### config.mk
export PLATFORM = sky130hd
export DESIGN_NAME = mem_stage_ctrl
export DESIGN_NICKNAME = d
export VERILOG_FILES = /design/src/rtl/mem_stage_ctrl.sv
export SDC_FILE = /design/constraint.sdc
export NUM_CORES = 1
export LEC_CHECK = 0
export CAP_MARGIN = 25
export CORE_MARGIN = 3
export CORE_UTILIZATION = 45
export DETAILED_ROUTE_END_ITERATION = 7
export PLACE_DENSITY = 0.84
export SYNTH_ARGS = -nofsm -noshare
export SYNTH_HDL_FRONTEND = slang
export SYNTH_SLANG_ARGS = --single-unit
### constraint.sdc
create_clock -name clk -period 2.5 [get_ports clk]
set_clock_uncertainty 0.2 [all_clocks]
set_input_delay 0.375 -clock clk [delete_from_list [all_inputs] [get_ports clk]]
set_output_delay 0.375 -clock clk [all_outputs]
set_load 0.01 [all_outputs]
### src/rtl/mem_stage_ctrl.sv
// rtl/mem_stage_ctrl.sv - MEM-stage D-cache sequencer for LC-3b loads/stores
// Runs the cache handshake, stalls the pipe, and holds the in-flight WB value as forward_save.
module mem_stage_ctrl #(
    parameter int WORD_W = 16
) (
    input  logic              clk,
    input  logic              rst_n,
    input  logic              mem_valid,
    input  logic [3:0]        mem_opcode,
    input  logic [WORD_W-1:0] mem_addr,
    input  logic [WORD_W-1:0] mem_src_data,
    input  logic              fwd_data_sel,
    input  logic              fwd_addr_sel,
    input  logic              wb_load_regfile,
    input  logic [2:0]        wb_dest,
    input  logic [WORD_W-1:0] wb_data,
    input  logic [WORD_W-1:0] dmem_rdata,
    input  logic              dmem_resp,
    output logic [WORD_W-1:0] dmem_address,
    output logic              dmem_read,
    output logic              dmem_write,
    output logic [1:0]        dmem_byte_enable,
    output logic [WORD_W-1:0] dmem_wdata,
    output logic              stall_mem,
    output logic [WORD_W-1:0] mem_result,
    output logic              save_load_regfile,
    output logic [2:0]        save_dest,
    output logic [WORD_W-1:0] save_data
);
    typedef enum logic [1:0] {
        IDLE = 2'd0,
        PTR  = 2'd1,
        DATA = 2'd2,
        DONE = 2'd3
    } state_t;

    state_t            state_q, state_d;
    logic [WORD_W-1:0] addr_q, addr_d;
    logic [WORD_W-1:0] sdata_q, sdata_d;
    logic [WORD_W-1:0] result_q, result_d;
    logic [3:0]        op_q, op_d;
    logic              save_load_q, save_load_d;
    logic [2:0]        save_dest_q, save_dest_d;
    logic [WORD_W-1:0] save_data_q, save_data_d;

    logic              in_mem_op;
    logic              in_indirect;
    logic              op_load;
    logic              op_byte;
    logic [WORD_W-1:0] word_addr;
    logic [7:0]        load_byte;

    // opcode[1] marks the memory group, opcode[0] a store, opcode[3:2] byte/word/indirect.
    assign in_mem_op   = mem_valid && mem_opcode[1] && (mem_opcode[3:2] != 2'b11);
    assign in_indirect = mem_opcode[3];
    assign op_load     = ~op_q[0];
    assign op_byte     = (op_q[3:2] == 2'b00);
    assign word_addr   = {addr_q[WORD_W-1:1], 1'b0};
    assign load_byte   = addr_q[0] ? dmem_rdata[15:8] : dmem_rdata[7:0];

    always_comb begin
        state_d          = state_q;
        addr_d           = addr_q;
        sdata_d          = sdata_q;
        result_d         = result_q;
        op_d             = op_q;
        save_load_d      = save_load_q;
        save_dest_d      = save_dest_q;
        save_data_d      = save_data_q;
        dmem_address     = '0;
        dmem_read        = 1'b0;
        dmem_write       = 1'b0;
        dmem_byte_enable = 2'b00;
        dmem_wdata       = '0;
        stall_mem        = 1'b0;

        case (state_q)
            IDLE: begin
                if (in_mem_op) begin
                    stall_mem   = 1'b1;
                    addr_d      = (in_indirect && fwd_addr_sel) ? wb_data : mem_addr;
                    sdata_d     = fwd_data_sel ? wb_data : mem_src_data;
                    op_d        = mem_opcode;
                    state_d     = in_indirect ? PTR : DATA;
                    save_load_d = wb_load_regfile;
                    if (wb_load_regfile) begin
                        save_dest_d = wb_dest;
                        save_data_d = wb_data;
                    end
                end
            end
            PTR: begin
                stall_mem    = 1'b1;
                dmem_read    = 1'b1;
                dmem_address = word_addr;
                if (dmem_resp) begin
                    addr_d  = {dmem_rdata[WORD_W-1:1], 1'b0};
                    state_d = DATA;
                end
            end
            DATA: begin
                stall_mem    = 1'b1;
                dmem_address = op_byte ? addr_q : word_addr;
                if (op_load) begin
                    dmem_read = 1'b1;
                end else begin
                    dmem_write = 1'b1;
                    if (op_byte) begin
                        dmem_wdata       = {sdata_q[7:0], sdata_q[7:0]};
                        dmem_byte_enable = addr_q[0] ? 2'b10 : 2'b01;
                    end else begin
                        dmem_wdata       = sdata_q;
                        dmem_byte_enable = 2'b11;
                    end
                end
                if (dmem_resp) begin
                    if (op_load) begin
                        result_d = op_byte ? {{(WORD_W-8){load_byte[7]}}, load_byte} : dmem_rdata;
                    end
                    state_d = DONE;
                end
            end
            DONE: begin
                // Pipeline latches mem_result this cycle; forward_save is no longer needed.
                save_load_d = 1'b0;
                save_dest_d = '0;
                save_data_d = '0;
                state_d     = IDLE;
            end
            default: state_d = IDLE;
        endcase
    end

    always_ff @(posedge clk or negedge rst_n) begin
        if (!rst_n) begin
            state_q     <= IDLE;
            addr_q      <= '0;
            sdata_q     <= '0;
            result_q    <= '0;
            op_q        <= '0;
            save_load_q <= 1'b0;
            save_dest_q <= '0;
            save_data_q <= '0;
        end else begin
            state_q     <= state_d;
            addr_q      <= addr_d;
            sdata_q     <= sdata_d;
            result_q    <= result_d;
            op_q        <= op_d;
            save_load_q <= save_load_d;
            save_dest_q <= save_dest_d;
            save_data_q <= save_data_d;
        end
    end

    assign mem_result        = result_q;
    assign save_load_regfile = save_load_q;
    assign save_dest         = save_dest_q;
    assign save_data         = save_data_q;
endmodule
==> flow_metrics.env <==
export IMPL_synth_adder_area_share=0.0187
export IMPL_antenna_violating_nets_post_route=0
export IMPL_globalRouteMet1Util=0.351
export IMPL_vdd_ir_drop_max_mv=0.494
export IMPL_run_status="completed"
export IMPL_first_global_vias=4029
export IMPL_critical_path_reg2reg_endpoint="addr_q[4]$_DFFE_PN0P_"
export IMPL_drive_gt1_frac=0.149
export IMPL_hold_path_startpoint="mem_result[0]$_DFFE_PN0P_"
export IMPL_num_antenna_cells=0
export IMPL_drc=0
export IMPL_worst_hold_path_num_cells=2
export IMPL_wire_length_of_the_first_global_routing_pass_um=21000
export IMPL_synthCells=445
export IMPL_detailedPlacementHpwl_um=10000
export IMPL_worstPathArrival_ps=1880
export IMPL_power_switching_share=0.413
export IMPL_ctsHtreeMaxLevel=3
export IMPL_dp_cells=690
export IMPL_max_freq_mhz=407
export IMPL_reg2reg_slack_ps=390
export IMPL_core_rowCount=33
export IMPL_synth_compound_area_share=0.225
export IMPL_critical_path_end_type="primary output"
export IMPL_pwr_share_comb=0.540
export IMPL_min_to="mem_result[0]$_DFFE_PN0P_"
export IMPL_flow_area_growth_from_synthesis_pct=47.7
export IMPL_combinational_family_with_the_most_area_after_synthesis="compound AO/OA/AOI/OAI gates"
export IMPL_via_per_inst=5.58
export IMPL_use_met3=0.0526
export IMPL_synthSimpleGateAreaFrac=0.165
export IMPL_total_leakage_power_nw=2.85
export IMPL_yosys_top_cells_area="dfrtp_1 (45%), o21ai_0 (7.9%), mux2i_1 (7.5%), nand2_1 (6.3%), o31ai_1 (5.8%)"
export IMPL_floorplan_die_area_mm2=0.0101
export IMPL_fin_crit_sh=0.983
export IMPL_yosys_area_share_xor_xnor=0
export IMPL_tritoncts="yes"
export IMPL_first_iter_violations=242
export IMPL_dr_pass1_iters=4
export IMPL_grt_overflow_total=0
export IMPL_place_congestion=0.889
export IMPL_cp_max_fo=4
export IMPL_clock_power_share=0.147
export IMPL_dp_slack_ps=7.22
export IMPL_synthDistinctLibCells=35
export IMPL_final_util=0.704
export IMPL_io_pins=151
export IMPL_cts_sinks=73
export IMPL_fp_dieH_um=100
export IMPL_rsz0062_at_grt="yes"
export IMPL_part_of_the_yosys_area_used_for_sequential_elements=0.455
export IMPL_clock_latency_ps=350
export IMPL_grt_busiest_layer="met2"
export IMPL_synth_async_reset_ratio=1.00
export IMPL_max_clock_path_buffers=2
export IMPL_dominant_cell_by_count_in_the_synthesized_netlist="dfrtp_1"
export IMPL_layout_cells_non_filler=714
export IMPL_post_synth_instance_area_mm2=0.00402
export IMPL_routed_wire_length_per_instance_um=18.7
export IMPL_reg2reg_depth=7
export IMPL_numCtsBuffers=9
export IMPL_timing_max_transition_violations_final=0
export IMPL_antenna_found_initial=0
export IMPL_grt_start_max_net_pins=74
export IMPL_worst_setup_start_kind="register"
export IMPL_rr_startpoint="state_q[0]$_DFFE_PN0P_"
export IMPL_max_cap_violations=0
export IMPL_yosys_register_bits=73
export IMPL_hp_class="reg2reg"
export IMPL_floorplan_initialDensity=0.477
export IMPL_seqPwrFrac=0.313
export IMPL_synthesis_area_per_instance_um2=9.02
export IMPL_cts_root_buf="clkbuf_8"
export IMPL_core_area_mm2=0.00842
export IMPL_power_switching_w=0.00259
export IMPL_drt_wl_total_um=13400
export IMPL_required_time_at_the_endpoint_of_the_critical_path_ps=1920
export IMPL_gr_usage_met2=0.446
export IMPL_worst_slew_pin_slew_ps=551
export IMPL_place_port_buffers=150
export IMPL_worst_setup_hold_path_clk_slew_ps=80
export IMPL_die_width_um=100
export IMPL_num_vias=3984
export IMPL_internal_power_w=0.00368
export IMPL_dominantRegCellSynth="dfrtp_1"
export IMPL_yosys_top_cells_count="dfrtp_1 (73), nand2_1 (67), o21ai_0 (63), a21oi_1 (32), o31ai_1 (31)"
export IMPL_final_net_count=688
export IMPL_yosys_mux_area_fraction=0.0748
export IMPL_synth_top_area_cell="dfrtp_1"
export IMPL_final_setup_viol_count=0
export IMPL_max_transition_margin=0.632
export IMPL_final_hold_violation_count=0
export IMPL_worst_slack_ps=43.4
export IMPL_yosys_warnings=0
export IMPL_powerDensity_mw_per_mm2=1060
export IMPL_synth_edff_count=0
export IMPL_finalWorstPathRequiredPeriod_ps=2460
export IMPL_synth_nets=529
export IMPL_worstSetupPathType="reg2out"
export IMPL_track_usage=0.269
export IMPL_fraction_of_synthesized_cell_area_taken_by_the_top_area_cell_type=0.455
worst max path at each step:
stage                                 startpoint             endpoint  slack (ps)
after floorplan           state_q[1]$_DFFE_PN0P_     dmem_address[10]         460
after global placement                 mem_valid            stall_mem         130
after CTS                 state_q[0]$_DFFE_PN0P_        dmem_wdata[3]           5
after global routing      state_q[0]$_DFFE_PN0P_  dmem_byte_enable[0]         -10
final                     state_q[0]$_DFFE_PN0P_      dmem_address[7]          40
after detailed placement  state_q[0]$_DFFE_PN0P_     dmem_address[14]           7
stage by stage:
step	setup TNS, ps	hold WS, ps	power (W)	cell area, µm²
after floorplan	0	-121	0.00370	4020
after global placement	0	234	0.00512	5660
after detailed placement	0	232	0.00524	5660
after CTS	0	290	0.00621	5910
after global routing	-26.4	300	0.00674	5930
final	0	286	0.00627	5930
critical path: stages (launching register included):
cell,delay (ps)
dfrtp_1,440
inv_4,80
buf_4,130
buf_4,130
ha_2,210
o211a_1,250
dlygate4sd2_1,290
per-layer routing:
| metal | part of all wire | wire, µm | up-vias |
|---|---|---|---|
| li1 | - | - | 1885 |
| met1 | 0.42 | 5550 | 1880 |
| met2 | 0.49 | 6480 | 191 |
| met3 | 0.077 | 1020 | 28 |
| met4 | 0.022 | 299 | 0 |
| met5 | 0 | 0 | - |
power by group through the flow:
stage	Combinational (W)	Clock [W]	Sequential (W)
2_1_floorplan	0.00172	0	0.00198
3_3_place_gp	0.00317	0	0.00195
3_5_place_dp	0.00327	0	0.00197
4_1_cts	0.00332	0.000936	0.00195
5_1_grt	0.00373	0.000989	0.00202
6_report	0.00339	0.000923	0.00196
state kept, by name (all words and copies together) (netlist names):
name,flops
save_data,16
save_dest,3
addr_q,16
state_q,2
op_q,3
save_load_regfile,1
sdata_q,16
mem_result,16
final cells by class:
type | instances | area, µm²
sequential | 73 | 1830
fill | 651 | 2490
clock inverter | 6 | 68.8
clock buffer | 10 | 128
multi-input combinational | 318 | 2010
timing repair buffer | 182 | 1690
inverter | 20 | 77.6
tap | 105 | 131
cells by family (layout without fill, tap and decap cells):
| family | after synthesis | count (layout) |
|---|---|---|
| buffers and inverters | 54 | 218 |
| flip-flops | 73 | 73 |
| AO/OA/AOI/OAI | 150 | 150 |
| adder cells (fa/ha/maj) | 6 | 6 |
| multiplexers | 30 | 30 |
| AND/OR/NAND/NOR | 132 | 132 |
layout by cell type, fill, tap and decap left out, types with 3 or more instances in the layout:
cell | netlist | routed
and3_1 | 10 | 10
nor2_1 | 10 | 8
dlymetal6s2s_1 | 0 | 7
mux2i_1 | 30 | 30
inv_1 | 20 | 17
clkdlybuf4s50_1 | 0 | 113
and3_2 | 12 | 12
a211oi_1 | 15 | 15
a21oi_1 | 32 | 31
nand3_1 | 3 | 3
and2_1 | 16 | 16
dfrtp_1 | 73 | 73
o31ai_1 | 31 | 31
nor2_2 | 3 | 3
clkbuf_2 | 1 | 11
dlygate4sd2_1 | 0 | 17
ha_4 | 0 | 3
clkinv_4 | 0 | 3
nand2_1 | 67 | 66
buf_4 | 4 | 30
clkbuf_8 | 0 | 9
o21ai_0 | 63 | 63
what timing repair did:
action | 4_1_cts | 5_1_grt
buffers inserted | 5 | 1
pin swaps | 1 | 0
hold endpoints to repair | 73 | 0
hold buffers | 1 | 0
setup endpoints to repair | 36 | 22
gates cloned | 1 | 0
resized for setup | 40 | 38
Power figures use the tool's default switching activity.
